===== src/rtl/divider_iter_if.sv =====
// Handshake/operand bundle for divider_iter. The master drives requests, the slave returns results.
interface divider_iter_if #(
  parameter int unsigned WIDTH = 8
);
  logic             i_begin;
  logic             i_signed;
  logic             i_abort;
  logic [WIDTH-1:0] i_dividend;
  logic [WIDTH-1:0] i_divisor;
  logic             o_busy;
  logic             o_done;
  logic             o_divZero;
  logic [WIDTH-1:0] o_quotient;
  logic [WIDTH-1:0] o_remainder;

  modport master (
    output i_begin, i_signed, i_abort, i_dividend, i_divisor,
    input  o_busy, o_done, o_divZero, o_quotient, o_remainder
  );

  modport slave (
    input  i_begin, i_signed, i_abort, i_dividend, i_divisor,
    output o_busy, o_done, o_divZero, o_quotient, o_remainder
  );
endinterface


===== src/rtl/divider_iter.sv =====
// Iterative restoring divider that retires BITS_PER_CYCLE quotient bits per cycle.
// Signed/unsigned per operation, abortable, fixed latency of WIDTH/BITS_PER_CYCLE + 2 cycles.
module divider_iter #(
  parameter int unsigned WIDTH          = 8,
  parameter int unsigned BITS_PER_CYCLE = 1
) (
  input logic          i_clk,
  input logic          i_rst,
  input logic          i_cg,
  divider_iter_if.slave bus
);
  localparam int unsigned N     = WIDTH / BITS_PER_CYCLE;
  localparam int unsigned CNT_W = (N > 1) ? $clog2(N) : 1;
  localparam logic [CNT_W-1:0] CNT_LOAD = CNT_W'(N - 1);

  if ((WIDTH < 2) || !((BITS_PER_CYCLE == 1) || (BITS_PER_CYCLE == 2) || (BITS_PER_CYCLE == 4))
      || ((WIDTH % BITS_PER_CYCLE) != 0)) begin : g_bad_cfg
    $error("divider_iter: illegal WIDTH/BITS_PER_CYCLE combination");
  end

  typedef enum logic [1:0] {S_IDLE, S_CALC, S_FIX} state_e;

  state_e           state_q, state_d;
  logic [CNT_W-1:0] cnt_q, cnt_d;
  logic [WIDTH:0]   rem_q, rem_d;
  logic [WIDTH-1:0] quo_q, quo_d;
  logic [WIDTH-1:0] dvs_q, dvs_d;
  logic             qneg_q, qneg_d;
  logic             rneg_q, rneg_d;
  logic             dz_q, dz_d;
  logic             busy_q, busy_d;
  logic             done_q, done_d;
  logic             divzero_q, divzero_d;
  logic [WIDTH-1:0] quotient_q, quotient_d;
  logic [WIDTH-1:0] remainder_q, remainder_d;

  logic [WIDTH-1:0] dvd_mag, dvs_mag;
  logic [WIDTH:0]   stg_rem;
  logic [WIDTH-1:0] stg_quo;

  // Operand magnitudes; the most negative value maps onto its own unsigned magnitude.
  always_comb begin
    dvd_mag = bus.i_dividend;
    dvs_mag = bus.i_divisor;
    if (bus.i_signed && bus.i_dividend[WIDTH-1]) dvd_mag = WIDTH'(-bus.i_dividend);
    if (bus.i_signed && bus.i_divisor[WIDTH-1])  dvs_mag = WIDTH'(-bus.i_divisor);
  end

  // Cascaded restoring stages; quo_q shifts dividend bits out as quotient bits shift in.
  always_comb begin
    stg_rem = rem_q;
    stg_quo = quo_q;
    for (int unsigned s = 0; s < BITS_PER_CYCLE; s++) begin
      stg_rem = {stg_rem[WIDTH-1:0], stg_quo[WIDTH-1]};
      stg_quo = {stg_quo[WIDTH-2:0], 1'b0};
      if (stg_rem >= {1'b0, dvs_q}) begin
        stg_rem    = stg_rem - {1'b0, dvs_q};
        stg_quo[0] = 1'b1;
      end
    end
  end

  always_comb begin
    state_d     = state_q;
    cnt_d       = cnt_q;
    rem_d       = rem_q;
    quo_d       = quo_q;
    dvs_d       = dvs_q;
    qneg_d      = qneg_q;
    rneg_d      = rneg_q;
    dz_d        = dz_q;
    busy_d      = 1'b0;
    done_d      = 1'b0;
    divzero_d   = divzero_q;
    quotient_d  = quotient_q;
    remainder_d = remainder_q;
    case (state_q)
      S_IDLE: begin
        if (bus.i_begin) begin
          state_d = S_CALC;
          cnt_d   = CNT_LOAD;
          rem_d   = '0;
          quo_d   = dvd_mag;
          dvs_d   = dvs_mag;
          qneg_d  = bus.i_signed & (bus.i_dividend[WIDTH-1] ^ bus.i_divisor[WIDTH-1]);
          rneg_d  = bus.i_signed & bus.i_dividend[WIDTH-1];
          dz_d    = (bus.i_divisor == '0);
        end
      end
      S_CALC: begin
        if (bus.i_abort) begin
          state_d = S_IDLE;
        end else begin
          rem_d = stg_rem;
          quo_d = stg_quo;
          cnt_d = cnt_q - CNT_W'(1);
          if (cnt_q == '0) state_d = S_FIX;
        end
      end
      S_FIX: begin
        state_d = S_IDLE;
        if (!bus.i_abort) begin
          done_d    = 1'b1;
          divzero_d = dz_q;
          // With a zero divisor the remainder path reconstructs the original dividend.
          quotient_d  = dz_q ? '1 : (qneg_q ? WIDTH'(-quo_q) : quo_q);
          remainder_d = rneg_q ? WIDTH'(-rem_q[WIDTH-1:0]) : rem_q[WIDTH-1:0];
        end
      end
      default: state_d = S_IDLE;
    endcase
    busy_d = (state_d != S_IDLE);
  end

  always_ff @(posedge i_clk) begin
    if (i_rst) begin
      state_q     <= S_IDLE;
      cnt_q       <= '0;
      rem_q       <= '0;
      quo_q       <= '0;
      dvs_q       <= '0;
      qneg_q      <= 1'b0;
      rneg_q      <= 1'b0;
      dz_q        <= 1'b0;
      busy_q      <= 1'b0;
      done_q      <= 1'b0;
      divzero_q   <= 1'b0;
      quotient_q  <= '0;
      remainder_q <= '0;
    end else if (i_cg) begin
      state_q     <= state_d;
      cnt_q       <= cnt_d;
      rem_q       <= rem_d;
      quo_q       <= quo_d;
      dvs_q       <= dvs_d;
      qneg_q      <= qneg_d;
      rneg_q      <= rneg_d;
      dz_q        <= dz_d;
      busy_q      <= busy_d;
      done_q      <= done_d;
      divzero_q   <= divzero_d;
      quotient_q  <= quotient_d;
      remainder_q <= remainder_d;
    end
  end

  assign bus.o_busy      = busy_q;
  assign bus.o_done      = done_q;
  assign bus.o_divZero   = divzero_q;
  assign bus.o_quotient  = quotient_q;
  assign bus.o_remainder = remainder_q;
endmodule

===== src/flat_wrapper.sv =====
// flat-port wrapper written by rule: the top's interface ports become plain ports
module divider_iter_flat 
#(
  parameter int unsigned WIDTH          = 8,
  parameter int unsigned BITS_PER_CYCLE = 1
)
  (i_clk, i_rst, i_cg, bus_i_begin, bus_i_signed, bus_i_abort, bus_i_dividend, bus_i_divisor, bus_o_busy, bus_o_done, bus_o_divZero, bus_o_quotient, bus_o_remainder);
  divider_iter_if #(.WIDTH(WIDTH)) bus_i ();
  input logic i_clk;
  input logic i_rst;
  input logic i_cg;
  input wire logic [$bits(bus_i.i_begin)-1:0] bus_i_begin;
  input wire logic [$bits(bus_i.i_signed)-1:0] bus_i_signed;
  input wire logic [$bits(bus_i.i_abort)-1:0] bus_i_abort;
  input wire logic [$bits(bus_i.i_dividend)-1:0] bus_i_dividend;
  input wire logic [$bits(bus_i.i_divisor)-1:0] bus_i_divisor;
  output wire logic [$bits(bus_i.o_busy)-1:0] bus_o_busy;
  output wire logic [$bits(bus_i.o_done)-1:0] bus_o_done;
  output wire logic [$bits(bus_i.o_divZero)-1:0] bus_o_divZero;
  output wire logic [$bits(bus_i.o_quotient)-1:0] bus_o_quotient;
  output wire logic [$bits(bus_i.o_remainder)-1:0] bus_o_remainder;
  assign bus_i.i_begin = bus_i_begin;
  assign bus_i.i_signed = bus_i_signed;
  assign bus_i.i_abort = bus_i_abort;
  assign bus_i.i_dividend = bus_i_dividend;
  assign bus_i.i_divisor = bus_i_divisor;
  assign bus_o_busy = bus_i.o_busy;
  assign bus_o_done = bus_i.o_done;
  assign bus_o_divZero = bus_i.o_divZero;
  assign bus_o_quotient = bus_i.o_quotient;
  assign bus_o_remainder = bus_i.o_remainder;
  divider_iter #(.WIDTH(WIDTH), .BITS_PER_CYCLE(BITS_PER_CYCLE)) u_core (.i_clk(i_clk), .i_rst(i_rst), .i_cg(i_cg), .bus(bus_i));
endmodule

===== config.mk =====
export PLATFORM = sky130hd
export DESIGN_NAME = divider_iter_flat
export DESIGN_NICKNAME = d
export VERILOG_FILES = /design/src/rtl/divider_iter_if.sv /design/src/rtl/divider_iter.sv /design/src/flat_wrapper.sv
export SDC_FILE = /design/constraint.sdc
export NUM_CORES = 1
export LEC_CHECK = 0
export CAP_MARGIN = 20
export CORE_MARGIN = 2
export CORE_UTILIZATION = 38
export CTS_CLUSTER_SIZE = 8
export DETAILED_ROUTE_END_ITERATION = 10
export RECOVER_POWER = 50
export SYNTH_ARGS = -nofsm -noshare
export SYNTH_HDL_FRONTEND = slang
export SYNTH_SLANG_ARGS = --single-unit
export TNS_END_PERCENT = 5

===== constraint.sdc =====
create_clock -name i_clk -period 2.7 [get_ports i_clk]
set_clock_uncertainty 0.15 [all_clocks]
set_input_delay 0.54 -clock i_clk [delete_from_list [all_inputs] [get_ports i_clk]]
set_output_delay 0.54 -clock i_clk [all_outputs]
set_load 0.02 [all_outputs]

==> impl_metrics.tcl <==
set metrics [dict create \
    rsz0062_at_grt "false" \
    path_class "primary input to register" \
    tightest_slew_ps 901.0 \
    cp-start-kind "primary input" \
    coreArea_sq_um 7647 \
    finalSetupTns_ps 0 \
    p_per_area_nw_per_um2 463.9 \
    nNetsFinal 446 \
    power_frac_clock_pct 33.2 \
    mostFrequentLayoutCell "dfxtp_1" \
    synth_seq_cells 51 \
    dpl_worst_slack_ps 246.6 \
    drv_slew 0 \
    place.port_buffers 40 \
    worst_setup_path_end_kind "register" \
    track_usage_pct 16.35 \
    grt_max_degree 45 \
    drtAntennaViolNets 0 \
    ios 41 \
    numCtsBuffers 5 \
    hold_viol 0 \
    crit_family "buffers and inverters" \
    start_util_pct 38.84 \
    die_w_um 92.41 \
    min_period_ps 2447 \
    crit_required_ps 2750 \
    async_flop_share_pct 0 \
    power_leakage_uw 0.001377 \
    most-common-layout-cells "dfxtp_1, nor2_1, a21oi_1" \
    period_share_pct 90.64 \
    dieArea_sq_um 8540 \
    drive_gt1_share_pct 5.610 \
    seqPwrFrac_pct 47.9 \
    crit_fanout 44 \
    cap_viol_max_count 0 \
    clk_path_buf_depth 2 \
    arrival_ps 2490 \
    placementRows 32 \
    cpPeakStageDelay_ps 730 \
    cts-resized-gates 0 \
    vias 2657 \
    hold_path.class "register to register" \
    drc 0 \
    avgSynthCellArea_sq_um 7.900 \
    grt_overflow 0 \
    diodes 0 \
    place_inst 504 \
    antenna_found_initial 0 \
    finalSetupViolations 0 \
    cts_setup_buffers 0 \
    pwr-share-comb_pct 18.8 \
    final_util_pct 47.06 \
    synth.yosys.seq_area_share_pct 34.37 \
    htree_levels 2 \
    peakVddDrop_v 0.0001986 \
    sw_frac_of_total_pct 26.86 \
    clkSinkCount 51 \
    synthCells 376 \
    drt-initial-drc-count 57 \
    drt-total-wl_mm 6.464 \
    hold_buffers 0 \
    synth_area_sq_um 2970 \
    hpwl_mm 4.880 \
    die_h_um 92.41 \
    cts_tree "built" \
    clk_pin_slew_ps 90 \
    synth_top_flop_cell "dfxtp_1" \
    routedWlPerCell_um 12.63 \
    max_clock_freq_mhz 408.6 \
    yosysWarnings 0 \
    synthesis.nets 413 \
    insertion_delay_ps 310 \
    path_buf_inv 2 \
    dr.pass1.iters 4 \
    layoutNonFillerInstCount 512 \
    slew_headroom_pct 39.93 \
    crit_chain "clkdlybuf4s50_1 -> clkbuf_2 -> nor2_1 -> a32oi_1 -> o31ai_1" \
    switchingPower_uw 448.3 \
    cp_slowest_cell "clkbuf_2" \
    vias_per_cell 5.189 \
    internal_power_uw 1221 \
    area_delta_synth_final_pct 21.15 \
    setup_slack_ps 252.7 \
    grt_pass1_wl_mm 11.57 \
    place.gp.congestion 0.8015 \
    grt_pass1_vias 2517 \
    synth_edf_count 0 \
    root_buffer "clkbuf_8" \
    ys_types 55 \
    status "completed" \
]
## power by group through the flow
stage	logic [uW]	clock network, uW	registers (uW)
finish	314	555	800
global route	356	604	805
CTS	316	575	800
detailed placement	314	0	818
global placement	312	0	817
floorplan	225	0	812
## cell usage after synthesis, types with 3 or more instances
cell type,instances,area (sq um)
a21oi_1,30,150.1
ha_1,14,175.2
mux2i_1,5,50.05
a31oi_1,3,18.77
nor2_1,49,183.9
a211o_1,3,26.28
dfxtp_1,51,1021
inv_1,23,86.33
a211oi_1,16,120.1
nand2_1,29,108.9
a21o_1,3,22.52
xor2_1,12,105.1
clkbuf_1,16,60.06
xnor2_1,11,96.34
o31ai_1,6,45.04
nor3_1,18,90.09
nand3_1,11,55.05
o21ai_0,13,65.06
nor2b_1,5,31.28
nand2b_1,8,50.05
a32oi_1,4,35.03
buf_2,3,15.01
or3_1,4,25.02
## flip-flops by register name, summed over array words and instances (netlist names)
register / flops
u_core.bus.o_remainder: 8
u_core.quo_q: 8
u_core.qneg_q: 1
u_core.dz_q: 1
u_core.rneg_q: 1
u_core.bus.o_quotient: 8
u_core.rem_q: 8
u_core.state_q: 2
u_core.bus.o_done: 1
u_core.bus.o_busy: 1
u_core.dvs_q: 8
u_core.cnt_q: 3
u_core.bus.o_divZero: 1
## logic make-up (layout without fill, tap and decap cells)
| kind of cell | count (synthesis) | count (layout) | share of synthesized area (%) |
|---|---|---|---|
| AND/OR/NAND/NOR | 139 | 139 | 22.41 |
| buffers and inverters | 45 | 79 | 5.939 |
| flip-flops | 51 | 51 | 34.37 |
| XOR/XNOR | 23 | 23 | 6.782 |
| adder cells (fa/ha/maj) | 15 | 15 | 6.571 |
| multiplexers | 6 | 6 | 2.064 |
| AO/OA/AOI/OAI | 97 | 97 | 21.86 |
## per-layer routing
layer	global-route usage [%]	wire [um]
met1	22.51	3321
met2	26.64	2847
met3	2.522	204
met4	4.478	91
met5	0	0
## worst reg2reg max path: cells and delay by family (launching register included)
kind,cells,cell delay (ps)
multiplexers,1,390
AO/OA/AOI/OAI,4,970
adder cells (fa/ha/maj),1,350
flip-flops,1,460
## layout make-up
type | count | area, sq um
Timing Repair Buffer | 48 | 457.9
Sequential cell | 51 | 1021
Tap cell | 102 | 127.6
Fill cell | 778 | 4049
Clock buffer | 6 | 82.58
Clock inverter | 2 | 35.03
Inverter | 23 | 86.33
Multi-Input combinational cell | 280 | 1788
## stage by stage
stage	power [uW]	instance area [sq um]	hold slack (ps)
after detailed placement	1132	3483	300.3
after global placement	1129	3483	299.3
after global routing	1764	3598	333.1
final	1669	3598	310.7
after CTS	1691	3601	313.5
after floorplan	1036	2970	286.3
## worst paths after layout
path | slack [ps] | end | cells after the start | startpoint
max | 250 | u_core.rem_q[7]$_SDFFE_PP0P_ | 5 | i_rst
min | 310 | u_core.bus.o_remainder[0]$_SDFFE_PP0P_ | 2 | u_core.bus.o_remainder[0]$_SDFFE_PP0P_
max reg2reg | 320 | u_core.rem_q[0]$_SDFFE_PP0P_ | 6 | u_core.rem_q[5]$_SDFFE_PP0P_
min reg2reg | 310 | u_core.bus.o_remainder[0]$_SDFFE_PP0P_ | 2 | u_core.bus.o_remainder[0]$_SDFFE_PP0P_
No activity file was read; power rests on OpenSTA's default activity.
